**config.mk**
```make
export PLATFORM = sky130hd
export DESIGN_NAME = cut_position_generator
export DESIGN_NICKNAME = d
export VERILOG_FILES = /design/src/rtl/cut_gen_pkg.sv /design/src/rtl/lfsr32_step8.sv /design/src/rtl/cut_position_generator.sv
export SDC_FILE = /design/constraint.sdc
export NUM_CORES = 1
export LEC_CHECK = 0
export ABC_CLOCK_PERIOD_IN_PS = 5400
export CAP_MARGIN = 20
export CORE_MARGIN = 4
export CORE_UTILIZATION = 55
export CTS_CLUSTER_DIAMETER = 100
export DETAILED_ROUTE_END_ITERATION = 8
export GPL_TIMING_DRIVEN = 1
export PLACE_DENSITY = 0.84
export SLEW_MARGIN = 5
export SYNTH_ARGS = -nofsm -noshare
export SYNTH_HDL_FRONTEND = slang
export SYNTH_SLANG_ARGS = --single-unit
```
**constraint.sdc**
```tcl
create_clock -name clk -period 5.4 [get_ports clk]
set_clock_uncertainty 0.1 [all_clocks]
set_input_delay 1.08 -clock clk [delete_from_list [all_inputs] [get_ports clk]]
set_output_delay 1.08 -clock clk [all_outputs]
set_load 0.02 [all_outputs]
```
**src/rtl/cut_gen_pkg.sv**
```systemverilog
// Shared constants, state encoding and single-step LFSR helper for the
// cut-position keystream generator (also reused by the descrambler side).
package cut_gen_pkg;

  localparam int unsigned LFSR_WIDTH      = 32;
  localparam logic [LFSR_WIDTH-1:0] LFSR_MASK = 32'h8020_0003;
  localparam logic [LFSR_WIDTH-1:0] LFSR_ONE  = 32'h0000_0001;
  localparam int unsigned CUT_WIDTH       = 8;
  localparam int unsigned FRAME_CNT_WIDTH = 16;

  typedef enum logic [1:0] {
    ST_IDLE       = 2'd0,
    ST_WAIT_FRAME = 2'd1,
    ST_RUN        = 2'd2
  } cut_state_t;

  // One Galois step: shift right, fold the mask back in when bit 0 falls out.
  function automatic logic [LFSR_WIDTH-1:0] lfsr_step(input logic [LFSR_WIDTH-1:0] s);
    logic [LFSR_WIDTH-1:0] fb;
    fb = s[0] ? LFSR_MASK : {LFSR_WIDTH{1'b0}};
    return {1'b0, s[LFSR_WIDTH-1:1]} ^ fb;
  endfunction

endpackage

```
**src/rtl/lfsr32_step8.sv**
```systemverilog
// Combinational advance of the 32-bit Galois LFSR by eight steps.
module lfsr32_step8
  import cut_gen_pkg::*;
(
  input  logic [LFSR_WIDTH-1:0] state_i,
  output logic [LFSR_WIDTH-1:0] state_o
);

  // Unrolled chain of eight single steps.
  always_comb begin
    state_o = state_i;
    for (int i = 0; i < 8; i++) begin
      state_o = lfsr_step(state_o);
    end
  end

endmodule

```
**src/rtl/cut_position_generator.sv**
```systemverilog
// Per-line cut position keystream: keyed LFSR reseeded at each field-1 frame
// start and advanced eight steps on every active-line H rise.
module cut_position_generator
  import cut_gen_pkg::*;
(
  input  logic                       clk,
  input  logic                       reset_n,
  input  logic                       H,
  input  logic                       V,
  input  logic                       F,
  input  logic [LFSR_WIDTH-1:0]      seed_in,
  input  logic                       seed_load,
  output logic [CUT_WIDTH-1:0]       cut_position,
  output logic                       cut_valid,
  output logic [FRAME_CNT_WIDTH-1:0] frame_count
);

  cut_state_t                 state_q;
  logic [LFSR_WIDTH-1:0]      lfsr_q;
  logic [LFSR_WIDTH-1:0]      key_q;
  logic [FRAME_CNT_WIDTH-1:0] frame_count_q;
  logic [CUT_WIDTH-1:0]       cut_q;
  logic                       cut_valid_q;
  logic                       prev_h_q;
  logic                       prev_v_q;

  logic                       h_rise_d;
  logic                       active_h_d;
  logic                       frame_start_d;
  logic [LFSR_WIDTH-1:0]      reseed_d;
  logic [LFSR_WIDTH-1:0]      step_in_d;
  logic [LFSR_WIDTH-1:0]      step_out_d;
  logic [LFSR_WIDTH-1:0]      seed_d;

  // Edge detection, reseed value and the single step8 operand selection.
  always_comb begin
    h_rise_d      = H & ~prev_h_q;
    active_h_d    = h_rise_d & ~V;
    frame_start_d = ~V & prev_v_q & ~F;
    reseed_d      = key_q ^ {{(LFSR_WIDTH-FRAME_CNT_WIDTH){1'b0}}, frame_count_q};
    if (reseed_d == {LFSR_WIDTH{1'b0}}) begin
      reseed_d = LFSR_ONE;
    end else begin
      reseed_d = reseed_d;
    end
    // A coincident frame start steps from the fresh reseed, not the old state.
    step_in_d = frame_start_d ? reseed_d : lfsr_q;
    seed_d    = (seed_in == {LFSR_WIDTH{1'b0}}) ? LFSR_ONE : seed_in;
  end

  lfsr32_step8 u_step8 (
    .state_i (step_in_d),
    .state_o (step_out_d)
  );

  // Control FSM with registered keystream outputs; seed_load overrides all.
  always_ff @(posedge clk) begin
    if (!reset_n) begin
      state_q       <= ST_IDLE;
      lfsr_q        <= LFSR_ONE;
      key_q         <= {LFSR_WIDTH{1'b0}};
      frame_count_q <= {FRAME_CNT_WIDTH{1'b0}};
      cut_q         <= {CUT_WIDTH{1'b0}};
      cut_valid_q   <= 1'b0;
      prev_h_q      <= 1'b0;
      prev_v_q      <= 1'b0;
    end else begin
      prev_h_q <= H;
      prev_v_q <= V;
      if (seed_load) begin
        key_q         <= seed_d;
        frame_count_q <= {FRAME_CNT_WIDTH{1'b0}};
        cut_q         <= {CUT_WIDTH{1'b0}};
        cut_valid_q   <= 1'b0;
        state_q       <= ST_WAIT_FRAME;
      end else begin
        case (state_q)
          ST_IDLE: begin
            state_q <= ST_IDLE;
          end
          ST_WAIT_FRAME, ST_RUN: begin
            if (frame_start_d) begin
              frame_count_q <= frame_count_q + FRAME_CNT_WIDTH'(1);
              state_q       <= ST_RUN;
              cut_valid_q   <= 1'b1;
              if (active_h_d) begin
                lfsr_q <= step_out_d;
                cut_q  <= step_out_d[CUT_WIDTH-1:0];
              end else begin
                lfsr_q <= reseed_d;
              end
            end else if ((state_q == ST_RUN) && active_h_d) begin
              lfsr_q <= step_out_d;
              cut_q  <= step_out_d[CUT_WIDTH-1:0];
            end else begin
              lfsr_q <= lfsr_q;
            end
          end
          default: begin
            state_q     <= ST_IDLE;
            cut_q       <= {CUT_WIDTH{1'b0}};
            cut_valid_q <= 1'b0;
          end
        endcase
      end
    end
  end

  assign cut_position = cut_q;
  assign cut_valid    = cut_valid_q;
  assign frame_count  = frame_count_q;

endmodule

```
After elaboration in Yosys (flattened, before gate mapping):

Index checks and enable logic that the tools add are counted.

* equality and inequality tests: 6
* reduce and logical (&&, ||, !) cells: 12
* muxes and demuxes: 23
* bitwise operators: 20
* $add $sub $neg: 1

Operators by type and width (number)
* 32-bit two-way mux: 14
* 31-bit by 32-bit XOR with 32-bit output: 8
* 32-bit logical NOT: 2
* 32-bit by 16-bit XOR with 32-bit output: 1
* 8-bit two-way mux: 3
* 16-bit by 1-bit adder with 16-bit output, second input constant: 1
* 8-bit case mux with 2 select lines: 1
* 3-bit != test, second input constant: 3
* 1-bit inverter: 7
* 3-bit AND reduction: 2
* 1-bit AND: 4
* 1-bit two-way mux: 4
* 2-bit AND reduction: 2
* 2-bit OR reduction: 2
* 3-bit OR reduction: 1
* 2-bit by 1-bit equality test with 1-bit output, second input constant: 1
* 2-bit equality test, second input constant: 1
* 2-bit logical NOT: 1
* 2-bit != test, second input constant: 1
* 1-bit case mux with 2 select lines: 1
* 2-bit nonzero test: 1
* 1-bit logical AND: 1

* output and inout port bits: 25
* register bits after elaboration: 93
* input port bits: 38
* logic and storage cells: 71

Depth between registers and ports, before layout:

Gate-level depths: netlist (run 1).

* word-level depth: 23
* gate-level depth with buffers: 9
* mapped depth without buffers: 9

By module:

From an unflattened synthesis (run 1), not the netlist that was laid out.

* cell total of the unflattened synthesis: 582
* area total of the unflattened synthesis: 5111.2 um^2

Modules (own cells, without submodules)
* cut_position_generator: seq. area each 1861.8 um^2, cells each 539, times used 1, area each 4609.4 um^2
* lfsr32_step8: seq. area each 0.0 um^2, cells each 43, times used 1, area each 501.7 um^2

Worst setup path after synthesis (run 1):

OpenSTA, ideal clock, no wires.

* path type: input to register
* start: input port V
* end: register lfsr_q[1]
* cell stages on the path: 9
* required time: 5.178 ns
* arrival time: 3.029 ns
* path buffers: 1
* setup time: 0.122 ns
* setup slack: 2.148 ns
* cells stage by stage: nor3b_1 -> clkbuf_8 -> a21oi_1 -> a22o_2 -> or4_4 -> a21oi_2 -> o21ai_2 -> a311oi_1 -> nor3_1

* word-level cells in the longest chain between the ends: 22
* elaborated cells on any way between the ends: 27
* classes of those cells: mux (12); bitwise (12); reduce/logical (3)

Ends and longest elaborated chain
* start: declaration: RTL line cut_position_generator.sv:9 `input logic V,`
* 1-bit inverter *: RTL line cut_position_generator.sv:38, cut_position_generator.sv:39
* 1-bit AND (2 in series): RTL line cut_position_generator.sv:39 `frame_start_d = ~V & prev_v_q & ~F;`
* 32-bit two-way mux: RTL line cut_position_generator.sv:47 `step_in_d = frame_start_d ? reseed_d : lfsr_q;`
* 32-bit two-way mux: RTL line cut_gen_pkg.sv:20 `fb = s[0] ? LFSR_MASK : {LFSR_WIDTH{1'b0}};`
* 31-bit by 32-bit XOR with 32-bit output: RTL line cut_gen_pkg.sv:21 `return {1'b0, s[LFSR_WIDTH-1:1]} ^ fb;`
* 32-bit two-way mux: RTL line cut_gen_pkg.sv:20
* 31-bit by 32-bit XOR with 32-bit output: RTL line cut_gen_pkg.sv:21
* 32-bit two-way mux: RTL line cut_gen_pkg.sv:20
* [... 5 more ...]
* 32-bit two-way mux: RTL line cut_gen_pkg.sv:20
* 31-bit by 32-bit XOR with 32-bit output: RTL line cut_gen_pkg.sv:21
* 32-bit two-way mux: RTL line cut_gen_pkg.sv:20
* 31-bit by 32-bit XOR with 32-bit output: RTL line cut_gen_pkg.sv:21
* 32-bit two-way mux: RTL line cut_gen_pkg.sv:20
* 31-bit by 32-bit XOR with 32-bit output: RTL line cut_gen_pkg.sv:21
* 32-bit two-way mux, on equally long branches: RTL line cut_position_generator.sv:92, cut_position_generator.sv:86
* 32-bit two-way mux: RTL line cut_position_generator.sv:82 `if (frame_start_d) begin`
* end signal: assignment: RTL line cut_position_generator.sv:87 `lfsr_q <= step_out_d;`
* end signal: assignment: RTL line cut_position_generator.sv:93 `lfsr_q <= step_out_d;`
* end signal: assignment: RTL line cut_position_generator.sv:96 `lfsr_q <= lfsr_q;`
* end: declaration: RTL line cut_position_generator.sv:19 `logic [LFSR_WIDTH-1:0] lfsr_q;`

Mark *: on every way between the ends. The rest lies on a longest branch, timed or not. The select of a mux whose other input is x is not followed.
A chain may end at the register's enable or synchronous reset.

Worst setup path after layout (run 1):

Ends and elaborated chain as after synthesis.

==> results of run 1 <==
## how the worst min path moves through the flow
stage	depth (start not counted)	startpoint	end
2_1_floorplan	2	lfsr_q[31]$_SDFFE_PN0P_	lfsr_q[31]$_SDFFE_PN0P_
3_3_place_gp	2	lfsr_q[31]$_SDFFE_PN0P_	lfsr_q[31]$_SDFFE_PN0P_
3_5_place_dp	2	cut_position[5]$_SDFFE_PP0P_	cut_position[5]$_SDFFE_PP0P_
4_1_cts	2	cut_position[5]$_SDFFE_PP0P_	cut_position[5]$_SDFFE_PP0P_
5_1_grt	2	cut_position[5]$_SDFFE_PP0P_	cut_position[5]$_SDFFE_PP0P_
6_report	2	cut_position[5]$_SDFFE_PP0P_	cut_position[5]$_SDFFE_PP0P_
## sequential cells by signal, indices dropped and copies added, names as in the netlist
name / flops
cut_position: 8
cut_valid: 1
frame_count: 16
key_q: 32
lfsr_q: 32
prev_h_q: 1
prev_v_q: 1
state_q: 2
## final cells by class
cell class                 instances  area, sq um  share of cell area
timing repair buffer              69          681               0.124
clock buffer                      10          138              0.0251
tap                              105          131              0.0239
clock inverter                     6         52.6             0.00958
inverter                           5         18.8             0.00342
sequential                        93         1860               0.339
multi-input combinational        411         2600               0.475
## synthesized netlist by cell type, types with 3 or more instances
master | count | area [sq um]
dfxtp_1 | 93 | 1860
o22ai_1 | 3 | 18.8
o21ai_0 | 18 | 90.1
a22o_1 | 30 | 263
a211oi_1 | 20 | 150
a311oi_1 | 5 | 43.8
inv_1 | 5 | 18.8
ha_1 | 3 | 37.5
xor2_1 | 23 | 201
nor3_1 | 17 | 85.1
a21oi_1 | 29 | 145
nor4_1 | 13 | 81.3
nand2_1 | 46 | 173
nand3_1 | 16 | 80.1
xnor2_2 | 3 | 48.8
xnor2_1 | 42 | 368
and2_1 | 4 | 25.0
mux2i_1 | 3 | 30.0
clkbuf_1 | 29 | 109
nand4_1 | 10 | 62.6
o211ai_1 | 12 | 90.1
nor2b_1 | 3 | 18.8
clkbuf_8 | 6 | 82.6
nor2_1 | 77 | 289
## cell families (layout without fill, tap and decap cells)
group | count (synthesis) | after routing | share of synthesized area
mux | 3 | 3 | 0.00643
fa+ha+maj | 3 | 3 | 0.00804
compound gates | 130 | 130 | 0.196
xor+xnor | 69 | 69 | 0.137
simple gates | 206 | 206 | 0.207
buf+inv | 42 | 90 | 0.0474
flops | 93 | 93 | 0.399
## metrics by stage
step / cell area [sq um] / power, mW
floorplan: 4670 / 0.837
global placement: 5280 / 0.899
detailed placement: 5280 / 0.902
CTS: 5470 / 1.35
global route: 5490 / 1.39
finish: 5490 / 1.35
## critical path, stage by stage
cell	delay, ps
clkdlybuf4s50_1	530
nor3b_2	220
buf_4	320
nor2_1	90
a21oi_1	370
nor2_1	140
or4_4	530
a21oi_2	240
o21ai_2	90
a311oi_1	270
nor3_1	70
## power groups by stage
stage          combinational [mW]  clock, mW  sequential [mW]
2_1_floorplan               0.107          0            0.730
3_3_place_gp                0.161          0            0.737
3_5_place_dp                0.164          0            0.738
4_1_cts                     0.165      0.461            0.722
5_1_grt                     0.181      0.487            0.725
6_report                    0.169      0.455            0.723
## metal layers
layer | global-route usage | up-vias
met5 | 0 | -
met4 | 0.0891 | 0
met3 | 0.0653 | 23
met2 | 0.403 | 200
met1 | 0.365 | 2022
li1 | - | 2029
## cells in the final DEF, fill, tap and decap left out, types with 4 or more instances in the layout
cell type         n
o211ai_1         12
nor3_1           17
clkbuf_8         10
o21ai_0          18
a211oi_1         20
nor2_1           75
inv_1             5
and2_1            4
a22o_1           30
nand4_1          10
nor4_1           13
a311oi_1          5
a21oi_1          29
nand3_1          16
nand2_1          46
xnor2_1          42
clkdlybuf4s50_1  62
buf_4             6
xor2_1           23
dfxtp_1          93
==> reports/metrics.cfg, run 1 <==
[power]
p_leak_nw = 1.86
p_comb_frac = 0.125
swShare = 0.282
power.internal_mw = 0.967
switching_power_mw = 0.380
clock_power_share = 0.338
vdd_drop_max_mv = 0.161
cellPowerDensity_nw_per_um2 = 245
pwr-share-seq = 0.537

[place]
dp_hpwl_um = 9510
place.gp.congestion = 0.941
pre_cts_slack_ps = 1210
port_buffers = 62
dp.cells = 682

[hold_path]
hp-class = flop to flop

[setup_path]
reg2reg_depth = 9
r2r_setup_slack_ps = 1950
critPathMaxFanout = 29
startpoint = V
end_kind = flop
critPathArrivalTime_ps = 3970
endpoint = lfsr_q[1]$_SDFFE_PN0P_
worstSetupPathType = input port to flop
critPathRequiredTime_ps = 5560
cp-start-kind = input port
reg2reg_from = frame_count[5]$_SDFFE_PP0P_
r2r-end = lfsr_q[15]$_SDFFE_PN0P_

[yosys]
syn_area_sq_um = 4670
ys_ff_latch = 93
synth_edf_count = 0
synth_top_flop_cell = dfxtp_1
ys_seq_area_frac = 0.399
postSynth.asyncResetShare = 0
synth_fp_nets = 587
yosysWarnings = 0
synth_area_per_cell_sq_um = 8.56
synth_cells = 546
yosysUniqueCellTypes = 53

[floorplanning]
fp-row-count = 33
core_area_sq_um = 8260
initial_core_util = 0.566
ios = 63
die_w_um = 100
die_area_sq_um = 10000
die_y_um = 100

[route]
drc_errors = 0
vias = 4274
viasPerCell = 6.11
drtPass1Iterations = 5
wl_met1_um = 5650
drt_iter0_drc = 305
wl_met3_um = 1130
ant_nets = 0
wl_met2_um = 5950
postRouteWirelength_um = 13000
routed.top_layer = met4
wire_per_inst_um = 18.6

[global_routing]
grt_max_degree = 33
overflow = 0
grt_pass1_vias = 4054
grt_first_pass_wirelength_um = 20900
antenna_found_initial = 0
grtUsageTotal = 0.264

[timing]
drv_slew = 0
hold_ws_ps = 354
fin_tns_setup_ps = 0
max_clock_freq_ghz = 0.262
rsz0062_at_grt = false
max_slew_margin = 0.349
min_period_ps = 3810
layout_setup_ws_ps = 1590
finalSetupViolations = 0
fin_crit_sh = 0.706
worst_slew_pin_slew_ps = 976
hold_viol_final = 0

[run_status]
status = finished, final reports clean

[cts]
cts_buffer_depth = 2
postCtsResizedCells = 0
cts_buffers = 9
post_cts_buffers = 0
clock_latency_ps = 370
clockRootBuffer = clkbuf_8
path_clk_slew_ps = 90
cts_num_sinks = 93
h-tree-depth = 3
cts_tree = yes
postCtsHoldBufs = 0

[cells_and_area]
antenna_cells = 0
drive_gt1_frac = 0.0758
nets = 630
area_growth_pct = 17.4
fillerInstances = 699
fin_util = 0.664
final_cells = 699

[job]
cap_violations = 0

(Power assumes the default switching activity.)
==> run 2, diff against run 1 <==
- ABC_CLOCK_PERIOD_IN_PS: 5400 -> 3990
- clock period: 5.4 -> 3.99 ns (I/O delays scaled with it)
==> run 2 against run 1 <==
  * Die area is the same
  * Highest routed layer unchanged
  * Global-route usage is 0.62 points higher
  * Worst hold slack gained 6.4 ps
  * Largest power group unchanged
  * Combinational power increased by 41%
  * Setup slack worse by 780 ps
  * Critical path depth decreased by 1
  * Via count is 2.9% higher
==> reports/metrics.cfg, run 2 (synthesized netlist as in run 1, its figures left out) <==
[place]
port_buffers = 62
dp.cells = 691
dpl_cell_area_sq_um = 5350
pre_cts_slack_ps = 441
dp_hpwl_um = 9980
place.gp.congestion = 0.901

[floorplanning]
initial_core_util = 0.566
die_y_um = 100
die_area_sq_um = 10000
die_w_um = 100
fp-row-count = 33
ios = 63
core_area_sq_um = 8260

[timing]
worst_slew_pin_slew_ps = 1020
finalSetupViolations = 0
max_slew_margin = 0.322
drv_slew = 0
fin_crit_sh = 0.797
hold_viol_final = 0
fin_tns_setup_ps = 0
hold_ws_ps = 360
layout_setup_ws_ps = 810
min_period_ps = 3180
rsz0062_at_grt = false
max_clock_freq_ghz = 0.314

[cells_and_area]
drive_gt1_frac = 0.0880
design_area_sq_um = 5560
final_cells = 707
fillerInstances = 697
multiInputGateArea_sq_um = 2600
seqCellArea_sq_um = 1860
antenna_cells = 0
fin_util = 0.673
nets = 639
area_growth_pct = 19.0
final_cell_mix = dfxtp_1 (93), nor2_1 (75), clkdlybuf4s50_1 (62), nand2_1 (46), xnor2_1 (42)
final_common_cell = dfxtp_1

[job]
cap_violations = 0

[cts]
postCtsHoldBufs = 0
cts_num_sinks = 93
h-tree-depth = 3
cts_buffers = 9
clockRootBuffer = clkbuf_8
post_cts_buffers = 0
cts_buffer_depth = 2
path_clk_slew_ps = 90
postCtsResizedCells = 0
clock_latency_ps = 360
cts_tree = yes

[global_routing]
gr-usage-met1 = 0.364
grt-busiest-layer = met2
overflow = 0
grtUsageTotal = 0.270
grt_pass1_vias = 4219
antenna_found_initial = 0
use_met2 = 0.425
grt_max_degree = 32
grt_first_pass_wirelength_um = 21500
use_met3 = 0.0556

[route]
vias = 4400
drtPass1Iterations = 5
postRouteWirelength_um = 13400
drt_iter0_drc = 293
wire_per_inst_um = 18.9
ant_nets = 0
drc_errors = 0
viasPerCell = 6.22

[power]
p_leak_nw = 1.91
finalPower_mw = 1.85
cellPowerDensity_nw_per_um2 = 333
vdd_drop_max_mv = 0.193

[hold_path]
hp-class = flop to flop
hp-start = cut_position[5]$_SDFFE_PP0P_
hold_path_end = cut_position[5]$_SDFFE_PP0P_
min_delay_path_depth = 2

[setup_path]
r2r-end = lfsr_q[15]$_SDFFE_PN0P_
critPathRequiredTime_ps = 4120
end_kind = flop
reg2reg_depth = 9
critPathMaxFanout = 6
critPathArrivalTime_ps = 3310
cp-start-kind = input port
worstSetupPathType = input port to flop
r2r_setup_slack_ps = 940
reg2reg_from = frame_count[11]$_SDFFE_PP0P_

[run_status]
status = finished, final reports clean

[run 2: critical path, cell delays in order]
cell             delay [ps]
clkdlybuf4s50_1         520
nor3b_2                 360
nor2_1                   90
a21oi_1                 240
nor2_1                  100
or4_4                   530
a21oi_2                 250
o21ai_2                  80
a311oi_1                270
nor3_1                   80
[run 2: worst max path at each step]
stage               startpoint                 endpoint  slack [ps]  depth (start not counted)
finish                       V   lfsr_q[1]$_SDFFE_PN0P_         810                         10
detailed placement           V  lfsr_q[28]$_SDFFE_PN0P_         440                          7
floorplan                    V   lfsr_q[1]$_SDFFE_PN0P_        1020                          9
global route                 V   lfsr_q[1]$_SDFFE_PN0P_         580                         10
CTS                          V  lfsr_q[28]$_SDFFE_PN0P_         840                          7
global placement             V  lfsr_q[18]$_SDFFE_PN0P_         520                         12
[run 2: layout make-up]
type	count	share of cell area
clock inverters	5	0.0108
well taps	105	0.0236
flip-flops and latches	93	0.335
clock buffers	10	0.0248
multi-input cells	411	0.468
repair buffers	78	0.134
inverters	5	0.00338
[run 2: where the power goes]
part           internal, mW  total, mW  switching [mW]
Sequential            0.951      0.978          0.0266
Clock                 0.306      0.638           0.332
Combinational         0.109      0.238           0.128
[run 2: metal layers]
layer  wire length, um  vias up
li1                  -     2045
met1              5690     2104
met2              6120      213
met4               416        0
met5                 0        -
met3              1130       38
